==> src/rtl/game_pkg.sv <==
// Shared constants, state encoding and helpers for the game sequencer.
// The FSM state values are also the values driven on game_state.
package game_pkg;

    localparam logic [1:0] ST_IDLE   = 2'd0;
    localparam logic [1:0] ST_PLAY   = 2'd1;
    localparam logic [1:0] ST_FREEZE = 2'd2;
    localparam logic [1:0] ST_OVER   = 2'd3;

    localparam int unsigned ROUND_SEC_DEF  = 60;
    localparam int unsigned LIVES_INIT_DEF = 3;
    localparam int unsigned FREEZE_SEC_DEF = 2;
    localparam int unsigned WIN_SCORE_DEF  = 50;

    typedef struct packed {
        logic [1:0] state;
        logic [7:0] score;
        logic [1:0] lives;
        logic [6:0] time_left;
        logic       win;
    } game_status_t;

    // Score counter stops at its maximum instead of wrapping.
    function automatic logic [7:0] sat_inc8(input logic [7:0] v);
        logic [7:0] r;
        if (v == 8'hFF) begin
            r = v;
        end else begin
            r = v + 8'd1;
        end
        return r;
    endfunction

endpackage

==> src/rtl/rise_det.sv <==
// One-bit rising-edge detector with a history register.
// A level already high when reset is released is never reported as an edge.
module rise_det (
    input  logic clk,
    input  logic rst,
    input  logic i_d,
    output logic o_rise
);

    logic r_prev;
    logic r_armed;

    // History of the input; arming requires the input to have been seen low.
    always_ff @(posedge clk) begin
        if (rst) begin
            r_prev  <= 1'b0;
            r_armed <= 1'b0;
        end else begin
            r_prev <= i_d;
            if (!i_d) begin
                r_armed <= 1'b1;
            end
        end
    end

    assign o_rise = i_d & ~r_prev & r_armed;

endmodule

==> src/rtl/game_sequencer.sv <==
// Round controller: IDLE/PLAY/FREEZE/OVER state machine with score, lives,
// round timer and freeze counter. All outputs come straight from registers.
module game_sequencer
    import game_pkg::*;
#(
    parameter int unsigned ROUND_SEC  = ROUND_SEC_DEF,
    parameter int unsigned LIVES_INIT = LIVES_INIT_DEF,
    parameter int unsigned FREEZE_SEC = FREEZE_SEC_DEF,
    parameter int unsigned WIN_SCORE  = WIN_SCORE_DEF
) (
    input  logic       clk,
    input  logic       rst,
    input  logic       tick_1hz,
    input  logic       start_btn,
    input  logic [1:0] event_in,
    output logic       move_en,
    output logic [1:0] game_state,
    output logic [7:0] score,
    output logic [1:0] lives,
    output logic [6:0] time_left,
    output logic       win
);

    localparam logic [6:0] L_ROUND  = 7'(ROUND_SEC);
    localparam logic [1:0] L_LIVES  = 2'(LIVES_INIT);
    localparam logic [6:0] L_FREEZE = 7'(FREEZE_SEC);
    localparam logic [7:0] L_WIN    = 8'(WIN_SCORE);

    logic       w_start_rise;
    logic       w_hit_rise;
    logic       w_touch_rise;

    logic [1:0] r_state;
    logic [7:0] r_score;
    logic [1:0] r_lives;
    logic [6:0] r_time;
    logic       r_win;
    logic       r_move_en;
    logic [6:0] r_frz;

    logic [1:0] w_state;
    logic [7:0] w_score;
    logic [1:0] w_lives;
    logic [6:0] w_time;
    logic       w_win;
    logic [6:0] w_frz;

    logic [7:0] w_play_score;
    logic [1:0] w_play_lives;
    logic [6:0] w_play_time;
    logic       w_lost;
    logic       w_won;
    logic       w_timeout;

    rise_det u_start (.clk(clk), .rst(rst), .i_d(start_btn),   .o_rise(w_start_rise));
    rise_det u_hit   (.clk(clk), .rst(rst), .i_d(event_in[1]), .o_rise(w_hit_rise));
    rise_det u_touch (.clk(clk), .rst(rst), .i_d(event_in[0]), .o_rise(w_touch_rise));

    // Candidate counter values if the current cycle is spent in PLAY.
    assign w_play_score = w_hit_rise ? sat_inc8(r_score) : r_score;
    assign w_play_lives = w_touch_rise ? (r_lives - 2'd1) : r_lives;
    assign w_play_time  = (tick_1hz && (r_time != 7'd0)) ? (r_time - 7'd1) : r_time;
    assign w_lost       = w_touch_rise && (w_play_lives == 2'd0);
    assign w_won        = w_hit_rise && (w_play_score == L_WIN);
    assign w_timeout    = tick_1hz && (r_time == 7'd1);

    // Next-state and counter update; loss outranks win, win outranks timeout.
    always_comb begin
        w_state = r_state;
        w_score = r_score;
        w_lives = r_lives;
        w_time  = r_time;
        w_win   = r_win;
        w_frz   = r_frz;
        case (r_state)
            ST_IDLE: begin
                w_score = 8'd0;
                w_lives = L_LIVES;
                w_time  = L_ROUND;
                w_win   = 1'b0;
                w_frz   = 7'd0;
                if (w_start_rise) begin
                    w_state = ST_PLAY;
                end else begin
                    w_state = ST_IDLE;
                end
            end
            ST_PLAY: begin
                w_score = w_play_score;
                w_lives = w_play_lives;
                w_time  = w_play_time;
                if (w_lost) begin
                    w_state = ST_OVER;
                    w_win   = 1'b0;
                end else if (w_won || w_timeout) begin
                    w_state = ST_OVER;
                    w_win   = 1'b1;
                end else if (w_touch_rise) begin
                    w_state = ST_FREEZE;
                    w_frz   = L_FREEZE;
                end else begin
                    w_state = ST_PLAY;
                end
            end
            ST_FREEZE: begin
                if (tick_1hz) begin
                    if (r_frz <= 7'd1) begin
                        w_frz   = 7'd0;
                        w_state = ST_PLAY;
                    end else begin
                        w_frz   = r_frz - 7'd1;
                        w_state = ST_FREEZE;
                    end
                end else begin
                    w_state = ST_FREEZE;
                end
            end
            ST_OVER: begin
                if (w_start_rise) begin
                    w_state = ST_IDLE;
                    w_score = 8'd0;
                    w_lives = L_LIVES;
                    w_time  = L_ROUND;
                    w_win   = 1'b0;
                    w_frz   = 7'd0;
                end else begin
                    w_state = ST_OVER;
                end
            end
            default: begin
                w_state = ST_IDLE;
                w_score = 8'd0;
                w_lives = L_LIVES;
                w_time  = L_ROUND;
                w_win   = 1'b0;
                w_frz   = 7'd0;
            end
        endcase
    end

    // State and counter registers with synchronous reset.
    always_ff @(posedge clk) begin
        if (rst) begin
            r_state   <= ST_IDLE;
            r_score   <= 8'd0;
            r_lives   <= L_LIVES;
            r_time    <= L_ROUND;
            r_win     <= 1'b0;
            r_move_en <= 1'b0;
            r_frz     <= 7'd0;
        end else begin
            r_state   <= w_state;
            r_score   <= w_score;
            r_lives   <= w_lives;
            r_time    <= w_time;
            r_win     <= w_win;
            r_move_en <= (w_state == ST_PLAY);
            r_frz     <= w_frz;
        end
    end

    assign move_en    = r_move_en;
    assign game_state = r_state;
    assign score      = r_score;
    assign lives      = r_lives;
    assign time_left  = r_time;
    assign win        = r_win;

endmodule

==> config.mk <==
export PLATFORM = sky130hd
export DESIGN_NAME = game_sequencer
export DESIGN_NICKNAME = d
export VERILOG_FILES = /design/src/rtl/game_pkg.sv /design/src/rtl/rise_det.sv /design/src/rtl/game_sequencer.sv
export SDC_FILE = /design/constraint.sdc
export NUM_CORES = 1
export LEC_CHECK = 0
export BUFFER_PORTS_ARGS = -buffer_cell sky130_fd_sc_hd__buf_2
export CAP_MARGIN = 5
export CORE_AREA = 2 2 72 74
export DETAILED_ROUTE_END_ITERATION = 8
export DIE_AREA = 0 0 74 76
export SLEW_MARGIN = 40
export SYNTH_ARGS = -nofsm -noshare
export SYNTH_HDL_FRONTEND = slang
export SYNTH_SLANG_ARGS = --single-unit
==> constraint.sdc <==
create_clock -name clk -period 2.35 [get_ports clk]
set_input_delay 0 -clock clk [delete_from_list [all_inputs] [get_ports clk]]
set_output_delay 0 -clock clk [all_outputs]
set_load 0.03 [all_outputs]
# Word level (Yosys, flattened, before mapping)
# Cells that the tools add are included.
dict set report totals {
  ff_bits 34
  word_cells 83
  input_bits 6
  out_inout_bits 21
}
dict set report classes {
  magnitude_cmp 1
  n_addsub 4
  reduce_logical 13
  eq_ne 14
  n_mux 29
  n_bitwise 9
}
# operator n
set op_table {}
lappend op_table {{7-bit 2-to-1 mux} 8}
lappend op_table {{7-bit case mux with 4 select lines} 1}
lappend op_table {{8-bit 2-to-1 mux} 3}
lappend op_table {{8-bit case mux with 3 select lines} 1}
lappend op_table {{7-bit case mux with 3 select lines} 1}
lappend op_table {{2-bit 2-to-1 mux} 8}
lappend op_table {{7-bit by 1-bit subtractor with 7-bit output, second input constant} 2}
lappend op_table {{2-bit != test, second input constant} 5}
lappend op_table {{8-bit by 1-bit adder with 8-bit output, second input constant} 1}
lappend op_table {{8-bit by 6-bit == test with 1-bit output, second input constant} 1}
lappend op_table {{8-bit == test, second input constant} 1}
lappend op_table {{2-bit case mux with 4 select lines} 1}
lappend op_table {{7-bit by 1-bit == test with 1-bit output, second input constant} 1}
lappend op_table {{7-bit by 1-bit less-or-equal comparator with 1-bit output, second input constant} 1}
lappend op_table {{7-bit nonzero test} 1}
lappend op_table {{1-bit bitwise AND} 6}
lappend op_table {{2-bit case mux with 3 select lines} 1}
lappend op_table {{3-bit AND reduction} 2}
lappend op_table {{5-bit AND reduction} 1}
lappend op_table {{2-bit by 1-bit == test with 1-bit output, second input constant} 2}
lappend op_table {{2-bit == test, second input constant} 2}
lappend op_table {{1-bit logical AND} 4}
lappend op_table {{2-bit zero test} 2}
lappend op_table {{1-bit 2-to-1 mux} 4}
lappend op_table {{other kinds (8)} 10}

# Logic depth before layout (Yosys ltp)
dict set report depth {
  ltp_word 11
  depth_mapped 9
  ltp_nobuf 8
}

# Hierarchy
# From an unflattened synthesis, not the netlist that was laid out.
dict set report unflattened {
  hier_cells 247
  area_unflattened_um2 1986.9
}
# module seq_area_each_um2 area_per_inst_um2 instances cells_each
set by_module_without_submodules {}
lappend by_module_without_submodules {game_sequencer 560.5 1799.2 1 226}
lappend by_module_without_submodules {rise_det 40.0 62.6 3 7}

# Least setup slack after synthesis
# Ideal clock, no wire load.
dict set report synth_path {
  kind {register to register}
  startpoint {reg r_score[0] (netlist: score[0])}
  endpoint {reg r_frz[6]}
  setup_ns 0.132
  setup_slack_ns -0.107
  path_buffers 1
  required_ns 2.218
  path_stages_with_launch 10
  period_less_slack_ns 2.457
  arrival_ns 2.326
  path_cell_list {dfxtp_1 -> ha_1 -> and2_1 -> o2111ai_2 -> xor2_1 -> o31a_1 -> o31ai_2 -> buf_4 -> or2_4 -> o32ai_2}
}
dict set report synth_via {
  elab_chain_cells 8
  word_cells_on_any_way 9
  cone_classes {1 x add/sub; 3 x eq/ne; 2 x mux; 3 x reduce/logical}
}
# item line
set synth_rtl {}
lappend synth_rtl {{start: declaration} game_sequencer.sv:34} ;# logic [7:0] r_score;
lappend synth_rtl {{start signal: assignment} game_sequencer.sv:153} ;# r_score <= w_score;
lappend synth_rtl {{8-bit by 1-bit adder with 8-bit output / 8-bit == test (equally long branches)} {game_pkg.sv:29, game_pkg.sv:26}}
lappend synth_rtl {{8-bit 2-to-1 mux} game_pkg.sv:26} ;# if (v == 8'hFF) begin
lappend synth_rtl {{8-bit 2-to-1 mux *} game_sequencer.sv:60} ;# assign w_play_score = w_hit_rise ? sat_inc8(r_score) : r_score;
lappend synth_rtl {{8-bit by 6-bit == test with 1-bit output *} game_sequencer.sv:64} ;# assign w_won = w_hit_rise && (w_play_score == L_WIN);
lappend synth_rtl {{1-bit logical AND *} game_sequencer.sv:64}
lappend synth_rtl {{1-bit logical OR *} game_sequencer.sv:95} ;# end else if (w_won || w_timeout) begin
lappend synth_rtl {{2-bit != test (no source line) *} n/a}
lappend synth_rtl {{5-bit AND reduction (no source line) *} n/a}
lappend synth_rtl {{end signal: assignment} game_sequencer.sv:158} ;# r_frz <= w_frz;
lappend synth_rtl {{end: declaration} game_sequencer.sv:39} ;# logic [6:0] r_frz;
# Every way passes the cells marked *; elsewhere a longest branch is shown, timed or not.
# A chain may end at the register's enable or synchronous reset.

# Worst setup path after layout
dict set report layout_path {
  startpoint {reg u_hit.r_prev}
  endpoint {reg r_frz[6]}
}
dict set report layout_via {
  elab_chain_cells 9
}
# item line
set layout_rtl {}
lappend layout_rtl {{start: declaration} rise_det.sv:10} ;# logic r_prev;
lappend layout_rtl {{start signal: assignment} rise_det.sv:19} ;# r_prev <= i_d;
lappend layout_rtl {{1-bit inverter *} rise_det.sv:26} ;# assign o_rise = i_d & ~r_prev & r_armed;
lappend layout_rtl {{1-bit bitwise AND * (2 in a row)} rise_det.sv:26}
lappend layout_rtl {{8-bit 2-to-1 mux} game_sequencer.sv:60}
lappend layout_rtl {{8-bit by 6-bit == test with 1-bit output} game_sequencer.sv:64}
lappend layout_rtl {{1-bit logical AND *} game_sequencer.sv:64}
lappend layout_rtl {{1-bit logical OR *} game_sequencer.sv:95}
lappend layout_rtl {{2-bit != test (no source line) *} n/a}
lappend layout_rtl {{5-bit AND reduction (no source line) *} n/a}
# Marks and branches as above.

==> metrics.csv <==
metric,value,unit
ratio of cells with drive above 1 in the final layout,0.295,
ANT cells,0,
worst setup path class,reg -> reg,
"antenna viol nets, final",0,
Congestion Overflow GR,0,
Final min period,2.25,ns
Worst EP required,2.51,ns
"FFs w/ async S/R, synth",0,
DP Wirelength,3260,um
# setup viols final,0,
Max Used Layer,met4,
r2r setup slk,0.1,ns
Avg WL per Cell,12.8,um
crit path max-delay cell type,o311a_4,
Cell variety after synth,54,
Core Box Area,4910,sq um
met3 WL,137,um
LEAKAGE,0.998,nW
Syn-to-layout area delta,27.6,%
vias,1876,
GP Congestion,0.776,
Worst setup SP type,flop,
Max H-tree Level,2,
Max VDD drop,305,uV
vias in the first global route,1617,
I/O pin cnt,27,
PwrDens,454,nW/um^2
"Seq/Total Area, Yosys",0.341,
final WL,4640,um
"Slew Viols, Final",0,
max incr delay on CP,0.37,ns
area post-placement,2270,sq um
hold path startpoint,tick_1hz,
Pre-antenna DRT Iters,4,
clock buffer depth,2,
critical path launch point,u_hit.r_prev$_SDFF_PP0_,
Die Ht,76,um
Slew HR,0.588,
max-cap violations,0,
Global Route Usage Sum,0.170,
Tcrit/Tclk final,0.958,
largest net degree at the start of global routing,30,
routed vias/inst,5.18,
CP max FO,6,
Post-Syn Nets,262,
met2 wire length,2090,um
CTS tree,built,
"flops & latches, synth",34,
Fin Hold WS,0.0359,ns
Avg Inst Size Synth,8.10,sq um
r2r startpoint,u_hit.r_prev$_SDFF_PP0_,
FP Rows,26,
initial antenna violation count,0,
met1 wire length,2340,um
unrepaired setup endpoints after global routing,false,
total CTS buffers,5,
area of the mapped netlist,1990,sq um
Die ar.,5620,sq um
starting density of the core,0.406,
clock skew,0.00785,ns
status,"complete, no violations",
fin area,2540,sq um
Worst-Margin Slew,0.619,ns
cells after synthesis,246,
Root Driver,clkbuf_8,
first-pass GRT wire length,7540,um
cells along the critical path,nand3b_1 -> or2_4 -> o311a_4 -> o31a_1 -> o31ai_4 -> buf_6 -> or2_4 -> o32ai_2,
f_max,444,MHz
most frequent CP cell,or2_4,
worst min path class,in -> reg,
DRC violations left,0,
Setup TNS,0,ns
Post-synth EDFFs,0,
input/output buffers,26,
ys flop type,dfxtp_1,
critical path arrival,2.41,ns
Die Wd,74,um
Yosys warnings,0,
final total power,1.15,mW
# clock sinks,34,
Clock Latency Late Sink,0.29,ns
# nets final,307,
Final Hold Fails,0,
"CTS clk-pin slew, worst paths",0.07,ns
Worst setup EP type,flop,
initial drt markers,84,
==> registers in the layout, summed over array words and instances (netlist names), 2 cells and up <==
signal and count:
game_state 2, r_frz 7, score 8, lives 2, time_left 7
==> where the power goes <==
part	switching (mW)	internal [mW]
Clock	0.213	0.236
Sequential	0.00674	0.584
Combinational	0.0691	0.0448
Total	0.288	0.865
==> routing by layer <==
metal,global-route usage,vias to the layer above
li1,-,963
met1,0.234,876
met2,0.254,31
met3,0.0397,6
met4,0.0655,0
met5,0,-
==> final timing paths <==
path / depth (start not counted) / end
worst max-delay path: 8 / r_frz[6]$_SDFFE_PP0P_
worst min-delay path: 3 / time_left[6]$_SDFFE_PP0P_
worst max register to register: 8 / r_frz[6]$_SDFFE_PP0P_
worst min register to register: 2 / u_touch.r_armed$_SDFFE_PP0N_
==> synth_stat cells, types with 3 or more instances <==
cell type  instances  area, sq um
a211oi_1           3         22.5
a21oi_1           24          120
a31oi_1            4         25.0
and2_1             5         31.3
and3_1             4         25.0
clkbuf_1           7         26.3
dfxtp_1           34          681
ha_1              10          125
inv_1             15         56.3
nand2_1           21         78.8
nand2b_1           5         31.3
nand3_1            8         40.0
nand3b_1           5         37.5
nor2_1            20         75.1
nor2b_1            4         25.0
nor3_1            14         70.1
o211ai_1           5         37.5
o21ai_0            9         45.0
or2_2              3         18.8
or3_1              3         18.8
xor2_1             3         26.3
==> stage by stage <==
| stage | worst slack [ns] | util | instances |
|---|---|---|---|
| 2_1_floorplan | 0.0347 | - | 246 |
| 3_3_place_gp | 0.0434 | 0.463 | 346 |
| 3_5_place_dp | 0.0222 | 0.463 | 346 |
| 4_1_cts | 0.00229 | 0.488 | 357 |
| 5_1_grt | 0.0135 | 0.518 | 362 |
| 6_report | 0.0976 | 0.518 | 362 |
==> repair_timing <==
action	in CTS	in global routing
gates resized for setup	0	27
endpoints found under the hold margin	6	0
hold buffers	3	0
buffers inserted	0	4
setup endpoints to repair	0	9
==> cells in the final DEF, fill, tap and decap left out, types with 5 or more instances in the layout <==
cell type  Yosys  final
nand3b_1       5      5
buf_2          2     27
nand2b_1       5      5
buf_4          2     17
inv_1         15     15
nand2_1       21     21
dfxtp_1       34     26
a21oi_1       24     24
o211ai_1       5      5
clkbuf_8       0      6
nor3_1        14     12
dfxtp_2        0      5
nor2_1        20     20
o21ai_0        9      8
nand3_1        8      8
ha_1          10      9
==> worst max-delay path, delay by kind of cell (launching register included) <==
family | cells | cell delay, ns
simple gates | 3 | 0.65
compound gates | 4 | 1.01
flops | 1 | 0.31
buf+inv | 1 | 0.16
==> kinds of logic after synthesis <==
family,after synthesis,share of synthesized area
buffers and inverters,26,0.0540
DFF,34,0.341
adders and majority gates,10,0.0628
muxes,2,0.0100
AOI/OAI and AO/OA,63,0.225
xor gates and xnor gates,5,0.0220
and+or+nand+nor,106,0.285
==> layout make-up <==
cell class | instances | area [sq um]
fillers | 473 | 2370
multi-input cells | 186 | 1290
well taps | 70 | 87.6
clock buffers | 7 | 86.3
clock inverters | 1 | 5.00
inverters | 15 | 56.3
flip-flops and latches | 34 | 698
repair buffers | 49 | 315
(Power assumes the default switching activity.)
